### src/rtl/fwd_scoreboard.sv
// fwd_scoreboard: decode-stage operand forwarding and hazard stall over N tracked stages
module fwd_scoreboard #(
  parameter int NUM_STAGES = 3,
  parameter int NUM_SRC = 3,
  parameter int REG_W = 5,
  parameter int DATA_W = 32,
  parameter int MAX_LAT = 2,
  localparam int LAT_W = (MAX_LAT > 0) ? $clog2(MAX_LAT + 1) : 1
) (
  input  logic                         clk,
  input  logic                         reset,
  input  logic                         iss_valid,
  input  logic [REG_W-1:0]             iss_dst,
  input  logic [LAT_W-1:0]             iss_lat,
  input  logic [NUM_SRC*REG_W-1:0]     src_addr,
  input  logic [NUM_SRC*DATA_W-1:0]    rf_data,
  input  logic [NUM_STAGES*DATA_W-1:0] stage_val,
  input  logic                         hold,
  input  logic                         flush,
  output logic [NUM_SRC*DATA_W-1:0]    src_data,
  output logic                         stall,
  output logic                         bubble,
  output logic                         busy
);
  logic [NUM_STAGES-1:0]            valid_q, valid_d;
  logic [NUM_STAGES-1:0][REG_W-1:0] dst_q, dst_d;
  logic [NUM_STAGES-1:0][LAT_W-1:0] rem_q, rem_d, rem_n;
  logic [NUM_SRC-1:0]               hit, not_rdy;
  logic [NUM_STAGES-1:0]            pending;

  always_comb begin
    src_data = rf_data;
    hit = '0;
    not_rdy = '0;
    for (int s = 0; s < NUM_SRC; s++) begin
      if (src_addr[s*REG_W +: REG_W] == '0) begin
        src_data[s*DATA_W +: DATA_W] = '0;
      end else begin
        for (int k = 0; k < NUM_STAGES; k++) begin
          if (!hit[s] && valid_q[k] && dst_q[k] == src_addr[s*REG_W +: REG_W]) begin
            hit[s] = 1'b1;
            not_rdy[s] = rem_q[k] != '0;
            src_data[s*DATA_W +: DATA_W] = stage_val[k*DATA_W +: DATA_W];
          end
        end
      end
    end
  end

  always_comb begin
    rem_n = rem_q;
    pending = '0;
    for (int k = 0; k < NUM_STAGES; k++) begin
      pending[k] = valid_q[k] && rem_q[k] != '0;
      rem_n[k] = pending[k] ? rem_q[k] - LAT_W'(1) : rem_q[k];
    end
  end

  assign stall = iss_valid && |not_rdy && !flush;
  assign bubble = stall && !hold;
  assign busy = |pending;

  always_comb begin
    valid_d = '0;
    dst_d = '0;
    rem_d = '0;
    if (!flush && hold) begin
      valid_d = valid_q;
      dst_d = dst_q;
      rem_d = rem_n;
    end else if (!flush) begin
      for (int k = 1; k < NUM_STAGES; k++) begin
        valid_d[k] = valid_q[k-1];
        dst_d[k] = dst_q[k-1];
        rem_d[k] = rem_n[k-1];
      end
      valid_d[0] = !stall && iss_valid && iss_dst != '0;
      dst_d[0] = stall ? '0 : iss_dst;
      rem_d[0] = stall ? '0 : iss_lat;
    end
  end

  always_ff @(posedge clk) begin
    if (reset) begin
      valid_q <= '0;
      dst_q <= '0;
      rem_q <= '0;
    end else begin
      valid_q <= valid_d;
      dst_q <= dst_d;
      rem_q <= rem_d;
    end
  end
endmodule

### config.mk
export PLATFORM = sky130hd
export DESIGN_NAME = fwd_scoreboard
export DESIGN_NICKNAME = d
export VERILOG_FILES = /design/src/rtl/fwd_scoreboard.sv
export SDC_FILE = /design/constraint.sdc
export NUM_CORES = 1
export LEC_CHECK = 0
export CAP_MARGIN = 20
export CORE_ASPECT_RATIO = 0.8
export CORE_MARGIN = 5
export CORE_UTILIZATION = 34
export CTS_CLUSTER_SIZE = 12
export DETAILED_ROUTE_END_ITERATION = 16
export PLACE_DENSITY_LB_ADDON = 0.2
export SYNTH_ARGS = -nofsm -noshare
export SYNTH_HDL_FRONTEND = slang
export SYNTH_SLANG_ARGS = --single-unit
### constraint.sdc
create_clock -name clk -period 2 [get_ports clk]
set_input_delay 0.3 -clock clk [delete_from_list [all_inputs] [get_ports clk]]
set_output_delay 0.3 -clock clk [all_outputs]
set_load 0.02 [all_outputs]
After elaboration in Yosys (flattened, before gate mapping)
Index checks and enable logic that the tools add are counted.

Bits in writable memories: 0. Bits in latches: 0. Bits in read-only memories: 0. Memories kept: 0. Bits in registers: 24.

$mul: 0. Multiplexer cells: 45. Reduce and logical (&&, ||, !) cells: 42. Bitwise operators: 0. Magnitude comparators: 0. $add $sub $neg: 3. Shift-type cells: 0. Div/mod/pow operators: 0. Equal/unequal tests: 10.

Operator list (count): 32-bit two-way mux (12); 5-bit == test (9); 1-bit logical AND (24); 1-bit two-way mux (24); 5-bit logical NOT (3); 15-bit two-way mux (1); 6-bit two-way mux (2); 1-bit logical NOT (9); 2-bit two-way mux (4); 2-bit nonzero test (3); 3-bit OR reduction (2); 2-bit by 1-bit subtractor with 2-bit output (second input constant) (3); 5-bit two-way mux (1); 5-bit nonzero test (1); 3-bit two-way mux (1); 2-bit inequality test (second input constant) (1).

Longest topological paths before layout
Gate-level depths: netlist (run 1).

Word-level depth: 21. Mapped depth: 10. Gate-level depth less buffers: 8.

Least setup slack after synthesis (run 1)
OpenSTA, ideal clock, no wires.

Path type: register to output. Start: register dst_q[0] (netlist bit). End: output port bubble. Slack: -0.436 ns. Arrival time: 2.136 ns. Data required time: 1.700 ns. Stages on the path, launching flop included: 10. Cells stage by stage: dfxtp_1 buf_2 xor2_1 nor4_1 and3_1 buf_2 buf_6 a211oi_1 or2_2 a211oi_1.

Longest elaborated chain between the ends: 18. Elaborated cells between the ends (all ways): 52.

Ends and longest elaborated chain: from (decl) (RTL line 26) `logic [NUM_STAGES-1:0][REG_W-1:0] dst_q, dst_d;`; from (signal assigned) (RTL line 90) `dst_q <= dst_d;`; 5-bit == test (RTL line 40) `if (!hit[s] && valid_q[k] && dst_q[k] == src_addr[s*REG_W +: REG_W]) begin`; 1-bit logical AND (RTL line 40); 1-bit two-way mux (RTL line 40); 1-bit two-way mux (RTL line 36) `if (src_addr[s*REG_W +: REG_W] == '0) begin`; 1-bit logical NOT (RTL line 40); 1-bit logical AND (2 in series) (RTL line 40); 1-bit two-way mux (RTL line 40); 1-bit two-way mux (RTL line 36); 1-bit logical NOT (RTL line 40); 1-bit logical AND (2 in series) (RTL line 40); 1-bit two-way mux (RTL line 40); 1-bit two-way mux (RTL line 36); 3-bit OR reduction * (RTL line 59) `assign stall = iss_valid && |not_rdy && !flush;`; 1-bit logical AND * (2 in series) (RTL line 59); 1-bit logical AND * (RTL line 60) `assign bubble = stall && !hold;`; to (decl) (RTL line 22) `output logic bubble,`.

Every way passes the cells marked *; elsewhere a longest branch is shown, timed or not. The select of a mux whose other input is x is not followed.

Worst setup path in the final report (run 1)
Start: register dst_q[4] (netlist bit). End: output port src_data[87].

Longest elaborated chain between the ends: 14. Elaborated cells between the ends (all ways): 16.

Ends and longest elaborated chain: 5-bit == test * (RTL line 40); 1-bit logical AND * (RTL line 40); 1-bit two-way mux (RTL line 40); 1-bit two-way mux (RTL line 36); 1-bit logical NOT (RTL line 40); 1-bit logical AND (2 in series) (RTL line 40); 1-bit two-way mux (RTL line 40); 1-bit two-way mux (RTL line 36); 1-bit logical NOT (RTL line 40); 1-bit logical AND (2 in series) (RTL line 40); 32-bit two-way mux * (RTL line 40); 32-bit two-way mux * (RTL line 36); to (decl) (RTL line 20) `output logic [NUM_SRC*DATA_W-1:0] src_data,`.

Marked as above.

==> results of run 1 <==
## worst paths after layout
check,startpoint,cells after the start,to,slack (ns)
setup / recovery,dst_q[4],9,src_data[87],-0.68
setup reg to reg,dst_q[4],8,valid_q[0],-0.31
hold reg to reg,dst_q[13],2,dst_q[13],0.58
hold / removal,dst_q[13],2,dst_q[13],0.58
## state kept, by name, summed over array words and instances, names as in the netlist
signal / cells
rem_q: 6
valid_q: 3
dst_q: 15
## metrics by stage
| stage | instance area, um2 | cells |
|---|---|---|
| floorplan | 5700 | 664 |
| finish | 11700 | 1269 |
| detailed placement | 9640 | 1196 |
| global route | 11700 | 1269 |
| CTS | 10800 | 1248 |
| global placement | 9640 | 1196 |
## logic make-up after synthesis
kind of cell             Yosys count  synth area share [%]
AO/OA/AOI/OAI                    231                  34.1
XOR/XNOR                          48                  9.19
adder cells (fa/ha/maj)            3                 0.779
buffers and inverters             73                  7.27
flip-flops                        24                  9.97
multiplexers                     108                  22.4
AND/OR/NAND/NOR                  177                  16.3
## cell usage in the layout, fill, tap and decap left out, types with 7 or more instances in the layout
cell type | Yosys | routed
buf_6 | 2 | 122
buf_12 | 0 | 30
xnor2_1 | 22 | 8
dfxtp_1 | 24 | 9
dlygate4sd2_1 | 0 | 8
xor2_1 | 23 | 16
xnor2_4 | 0 | 7
o21ai_0 | 97 | 44
o21ai_1 | 0 | 35
a22o_4 | 0 | 75
nor2_1 | 34 | 29
a22oi_1 | 7 | 7
nand3_1 | 14 | 9
xnor2_2 | 3 | 10
buf_4 | 6 | 82
mux2i_1 | 108 | 93
buf_16 | 0 | 10
mux2i_4 | 0 | 7
mux2i_2 | 0 | 8
dfxtp_4 | 0 | 9
nand2_1 | 102 | 99
clkdlybuf4s50_1 | 0 | 203
a22o_1 | 96 | 21
clkbuf_16 | 0 | 15
inv_1 | 7 | 7
o21ai_2 | 0 | 16
## area by class of cell
| cell class | instances | area (um2) |
|---|---|---|
| repair buffers | 485 | 5450 |
| multi-input cells | 567 | 5380 |
| fillers | 730 | 2030 |
| flip-flops and latches | 24 | 522 |
| well taps | 180 | 225 |
| clock buffers | 3 | 75.1 |
| inverters | 9 | 36.3 |
| clock inverters | 1 | 30.0 |
## worst max-delay path, cell delays in order (launching register included)
cell and delay (ns):
dfxtp_4 0.38, xor2_2 0.16, nor4_2 0.38, and3_4 0.31
buf_6 0.14, buf_12 0.15, clkbuf_16 0.17, o21ai_2 0.08
a22o_4 0.22, buf_6 0.13
## synthesized netlist by cell type (all sizes together), types with 2 or more instances
library cell    n  share of area, %
inv             8              0.62
or4             3              0.47
nor4            2              0.39
ha              3              0.78
o32ai           7               1.3
nor3            9               1.3
a211oi          5              0.78
nor2           34               2.6
a21oi           5              0.52
xor2           23               4.2
a221o           2              0.42
nand2b          4              0.52
nand4           2              0.26
o211a           3              0.62
dfxtp          24                10
nor4b           2              0.62
xnor2          25               5.0
o211ai          2              0.31
buf            41               4.8
nand3          15               1.7
nand2         102               7.9
a22oi           7               1.1
clkbuf         23               1.8
mux2i         108                22
a22o           96                17
or2             2              0.26
o21ai          97                10
## metal layers
| layer | track usage, % | vias up | wire [um] |
|---|---|---|---|
| li1 | - | 3341 | - |
| met1 | 41.5 | 3685 | 12500 |
| met2 | 53.1 | 526 | 15100 |
| met3 | 7.00 | 111 | 3540 |
| met4 | 8.87 | 0 | 1360 |
| met5 | 0 | - | 0 |
## power by group through the flow
| stage | registers, mW | clock network, mW | logic, mW |
|---|---|---|---|
| 2_1_floorplan | 0.507 | 0 | 0.635 |
| 3_3_place_gp | 0.514 | 0 | 1.50 |
| 4_1_cts | 0.498 | 0.583 | 1.59 |
| 6_report | 0.498 | 0.586 | 1.75 |
| 3_5_place_dp | 0.515 | 0 | 1.52 |
| 5_1_grt | 0.500 | 0.612 | 1.82 |
## what timing repair did
action,in CTS,in global routing
endpoints found under the hold margin,0,0
pin swaps,76,53
resized for setup,688,191
endpoints found under the setup margin,107,106
gates cloned,15,14
buffers inserted,34,17
==> metrics.md, run 1 <==
| Metric | Value |
|---|---|
| Status | `finished with violations` |
| Failing checks | `setup timing` |
| Worst-Margin Slew | `0.636 ns` |
| Slack of the critical path | `-0.679 ns` |
| Leak | `4.62 nW` |
| Global-route wire length before repair | `between 40 and 50 mm` |
| Core Region | `about 0.014 mm2` |
| Final min period | `2.68 ns` |
| Final hold vios | `0` |
| Hold Buf Count CTS | `0` |
| Syn_area_per_cell | `7.26 um2` |
| Number of vias per cell | `6.04` |
| Largest net degree at the start of global routing | `31` |
| Grt total ovfl | `0` |
| TritonCTS clock tree | `done` |
| DRT iter0 DRCs | `657` |
| I/O pin total | `between 300 and 400` |
| Util after Layout | `a little under nine tenths` |
| Routed wire per std cell | `25.6 um` |
| CP Max Fanout | `6` |
| Sw Ratio | `around a third` |
| Final worst path period share | `134%` |
| Setup WS pre-CTS | `-1.32 ns` |
| Cell Rows | `38` |
| Cell area after synthesis | `0.00482 mm2` |
| Die area | `0.0167 mm2` |
| Vias | `7,663` |
| Gp weighted congestion | `0.950` |
| Initial Utilization | `35.1%` |
| Net switching power | `~0.95 mW` |
| Synth Instances | `664` |
| Die Ht | `116 um` |
| Layout overhead on the synthesized area | `143%` |
| CTS Buf Count | `3` |
| TNS Setup | `-63.35 ns` |
| Clock share of power | `20.7%` |
| Initial antenna violation count | `0` |
| Fin Hold WS | `0.583 ns` |
| Unrepaired setup endpoints after global routing | `yes` |
| Layout cell share with drive strength beyond 1 | `43.0%` |
| Yosys cell types | `46` |
| Total GRT Usage | `a little under a third` |
| Max_cap viols | `0` |
| Die width | `~140 um` |
| Routed Antenna Nets | `0` |
| Nets | `1,312` |
| Syn_nets | `886` |
| Worst Path Required | `approximately 1.7 ns` |
| Sequential Power Share | `~18%` |
| FFs w/ async S/R, synth | `0%` |
| Final Setup Violations | `106` |
| DRC | `0` |
| Hold/Removal Path Class | `reg2reg` |
| Synth Register Bits | `24` |
| Synth warnings | `0` |
| Combinational share of power | `61.7%` |
| Worst slew margin | `57.6%` |
| Number of synthesized flops with an enable pin | `0` |
| Crit path DAT | `2.38 ns` |
| Startpoint types | `flip-flop` |
| Max Slew Vio Count | `0` |
| Power, Total | `2.83 mW` |
| N_diodes | `0` |
| Post-DP HPWL | `20.2 mm` |
| Top_reg_cell synth | `dfxtp_1` |
| Pwr Density | `between 200 and 250 mW/mm2` |
| Drt total wl | `32.5 mm` |
| TritonRoute pass-1 iters | `5` |
| Clock Sinks | `24` |
| Crit. End Element | `output pin` |
| Clk slew on worst S/H paths | `0.07 ns` |
| CTS H-tree lvls | `1` |
| Clk_lat worst skew | `about 0.26 ns` |
| Vias in the first global route | `7,044` |
| Number of I/O port buffers | `317` |
| Seq/Total Area, Yosys | `between 9 and 10%` |
| Fmax | `373 MHz` |
| CP Class | `reg2out` |
| CTS root buf | `clkbuf_16` |
| Worst Clk Skew | `0.00377 ns` |
| Bufs on Longest Clock Path | `2` |
| Cell internal pwr | `1.88 mW` |
| Peak VDD IR | `0.401 mV` |
Power figures use the tool's default switching activity.
==> inputs of run 2 (changes only) <==
Settings changed: CORE_UTILIZATION 34 to 35, DONT_BUFFER_PORTS from default to 1, SLEW_MARGIN from default to 10.
Clock period 2 ns to 3.3 ns, I/O delays scaled along.
==> run 2 against run 1 <==
Against the previous run: the run now ends clean; clock power decreased by 41%; die area shrank 2.6%; sequential share of layout area up 4.9 points; final area fell by 56%; clock-buffer cell count is the same; critical path depth shrank 2; worst hold slack got worse by 0.25 ns; sequential cell count unchanged; sequential power decreased by 38%; register-to-register slack improved by 1.4 ns; critical path type unchanged; largest power group unchanged.
==> metrics.md, run 2 (synthesis gave the netlist of run 1 again) <==
| Metric | Value |
|---|---|
| Worst Clk Skew | `0.00102 ns (-0.00276 ns)` |
| Unrepaired setup endpoints after global routing | `no` |
| Util after Layout | `38.0% (-47 points)` |
| R2r startpoint | `dst_q[6]` |
| Largest Register | `dst_q` |
| DRT iter0 DRCs | `424 (-35%)` |
| Power, Total | `1.01 mW (-64%)` |
| Pwr Density | `196 mW/mm2 (-19%)` |
| Nets | `853 (-35%)` |
| Hold path startpoint | `hold` |
| CTS H-tree lvls | `1 (unchanged)` |
| Global-route wire length before repair | `30.7 mm (-25%)` |
| Initial antenna violation count | `0 (unchanged)` |
| Layout overhead on the synthesized area | `6.72%` |
| I/O pin total | `318 (unchanged)` |
| Most used cells in the layout excluding fill and tap cells | `108 x mux2i_1, 102 x nand2_1, 97 x o21ai_0, 96 x a22o_1, 30 x nor2_1` |
| Post_cts resized | `0 (-100%)` |
| Worst slew margin | `62.2% (+4.7 points)` |
| N_diodes | `0 (unchanged)` |
| Final min period | `3.04 ns` |
| Routed wire per std cell | `26.1 um (+2.0%)` |
| R2R cell count | `6 (-2)` |
| Vias | `5,233 (-32%)` |
| Min-Delay Endpoint | `rem_q[2]` |
| Setup WS pre-CTS | `0.549 ns (+1.87 ns)` |
| Cell Rows | `38 (unchanged)` |
| Core Region | `0.0136 mm2 (-1.4%)` |
| CTS root buf | `clkbuf_16` |
| Final Setup Violations | `0 (-100%)` |
| Drt total wl | `21.2 mm (-35%)` |
| Final hold vios | `0 (unchanged)` |
| DRC | `0 (unchanged)` |
| Clk_lat worst skew | `0.26 ns (about the same)` |
| Flip-flop count of the largest register after layout | `15 (unchanged)` |
| CP Class | `reg2out` |
| Status | `completed` |
| Max Slew Vio Count | `0 (unchanged)` |
| Crit path DAT | `2.55 ns (+0.17 ns)` |
| Die Ht | `115 um (-1.3%)` |
| Fmax | `329 MHz` |
| CP Max Fanout | `16 (+10)` |
| Die area | `0.0162 mm2 (-2.6%)` |
| CTS Buf Count | `3 (unchanged)` |
| Routed Antenna Nets | `0 (unchanged)` |
| Worst-Margin Slew | `0.565 ns (-0.0705 ns)` |
| TritonCTS clock tree | `done` |
| TritonRoute pass-1 iters | `5 (unchanged)` |
| TNS Setup | `0 ns (+63.35 ns)` |
| Final worst path period share | `92.2%` |
| Total GRT Usage | `23.6% (-8.1 points)` |
| Hold Buf Count CTS | `0 (unchanged)` |
| Hold/Removal Path Class | `in2reg` |
| Max_cap viols | `0 (unchanged)` |
| R2R Setup Slk | `1.04 ns (+1.35 ns)` |
| Number of vias per cell | `6.46 (+7.0%)` |
| Clock Sinks | `24 (unchanged)` |
| Slack of the critical path | `0.257 ns (+0.936 ns)` |
| Crit. End Element | `output pin` |
| Worst Path Required | `2.80 ns (+1.10 ns)` |
| Post-DP HPWL | `16.5 mm (-18%)` |
| Top flop regs | `dst_q: 15 flops, rem_q: 6 flops, valid_q: 3 flops` |
| Largest net degree at the start of global routing | `37 (+19%)` |
| Setup Buffers After CTS | `0 (-100%)` |
| Number of I/O port buffers | `0 (-100%)` |
| Bufs on Longest Clock Path | `2 (unchanged)` |
| Startpoint types | `flip-flop` |
| R2r endpoint | `dst_q[1]` |
| Die width | `141 um (-1.3%)` |
| Layout cell share with drive strength beyond 1 | `7.94% (-35 points)` |
| Vias in the first global route | `5,033 (-29%)` |
| Leak | `1.77 nW (-62%)` |
| Gp weighted congestion | `0.981 (+3.2%)` |
| Initial Utilization | `35.6% (+0.49 points)` |
| Commonest non-fill, non-tap cell in the layout | `mux2i_1` |
| Hold path cells | `1 (-1)` |
| Peak VDD IR | `0.236 mV (-41%)` |
| Clk slew on worst S/H paths | `0.06 ns (about the same)` |
| Grt total ovfl | `0 (unchanged)` |
[run 2: cell count changes in the layout (fill, tap and decap cells not counted), moves of 26 or more]
cell / before / now
buf_12: 30 / 4
clkdlybuf4s50_1: 203 / 0
buf_4: 82 / 22
o21ai_0: 44 / 97
a22o_1: 21 / 96
buf_6: 122 / 0
a22o_4: 75 / 0
o21ai_1: 35 / 0
[run 2: power breakdown]
part | internal [mW] | total, mW | switching (mW)
Clock | 0.241 | 0.346 | 0.105
Combinational | 0.134 | 0.350 | 0.216
Sequential | 0.297 | 0.310 | 0.0126
[run 2: how the worst max path moves through the flow]
stage / start / end / slack [ns] / cells after the start
CTS: dst_q[9] / src_data[30] / 0.27 / 7
global route: dst_q[6] / src_data[12] / 0.10 / 7
detailed placement: dst_q[9] / src_data[30] / 0.55 / 7
floorplan: src_addr[10] / bubble / 0.62 / 8
global placement: dst_q[9] / src_data[50] / 0.60 / 7
finish: dst_q[6] / src_data[30] / 0.26 / 7
[run 2: metal layers]
layer	GRT usage [%]	part of all wire, %	routed length, um
met1	31.2	41	8700
met2	39.0	47	9910
met3	5.65	10	2110
met4	5.94	2.1	448
met5	0	0	0
[run 2: through the flow]
step                hold slack, ns  area (um2)  std cells
finish                       0.337        5140        810
global route                 0.336        5140        810
CTS                          0.336        5140        810
detailed placement           0.591        5040        806
global placement             0.575        5040        806
floorplan                    0.492        4820        664
[run 2: final cells by class]
type                    count  area [um2]
clock inverters             1        30.0
inverters                   9        33.8
repair buffers             26         245
well taps                 180         225
flip-flops and latches     24         480
clock buffers               3        75.1
multi-input cells         567        4050
fillers                  1404        8410
[run 2: worst max-delay path, stage by stage, from the launching register on]
cell and delay, ns:
dfxtp_1 0.52, xnor2_1 0.16, nand3_1 0.19, nor2_4 0.51, buf_12 0.25, mux2i_1 0.21, o21ai_0 0.09, a22o_1 0.33
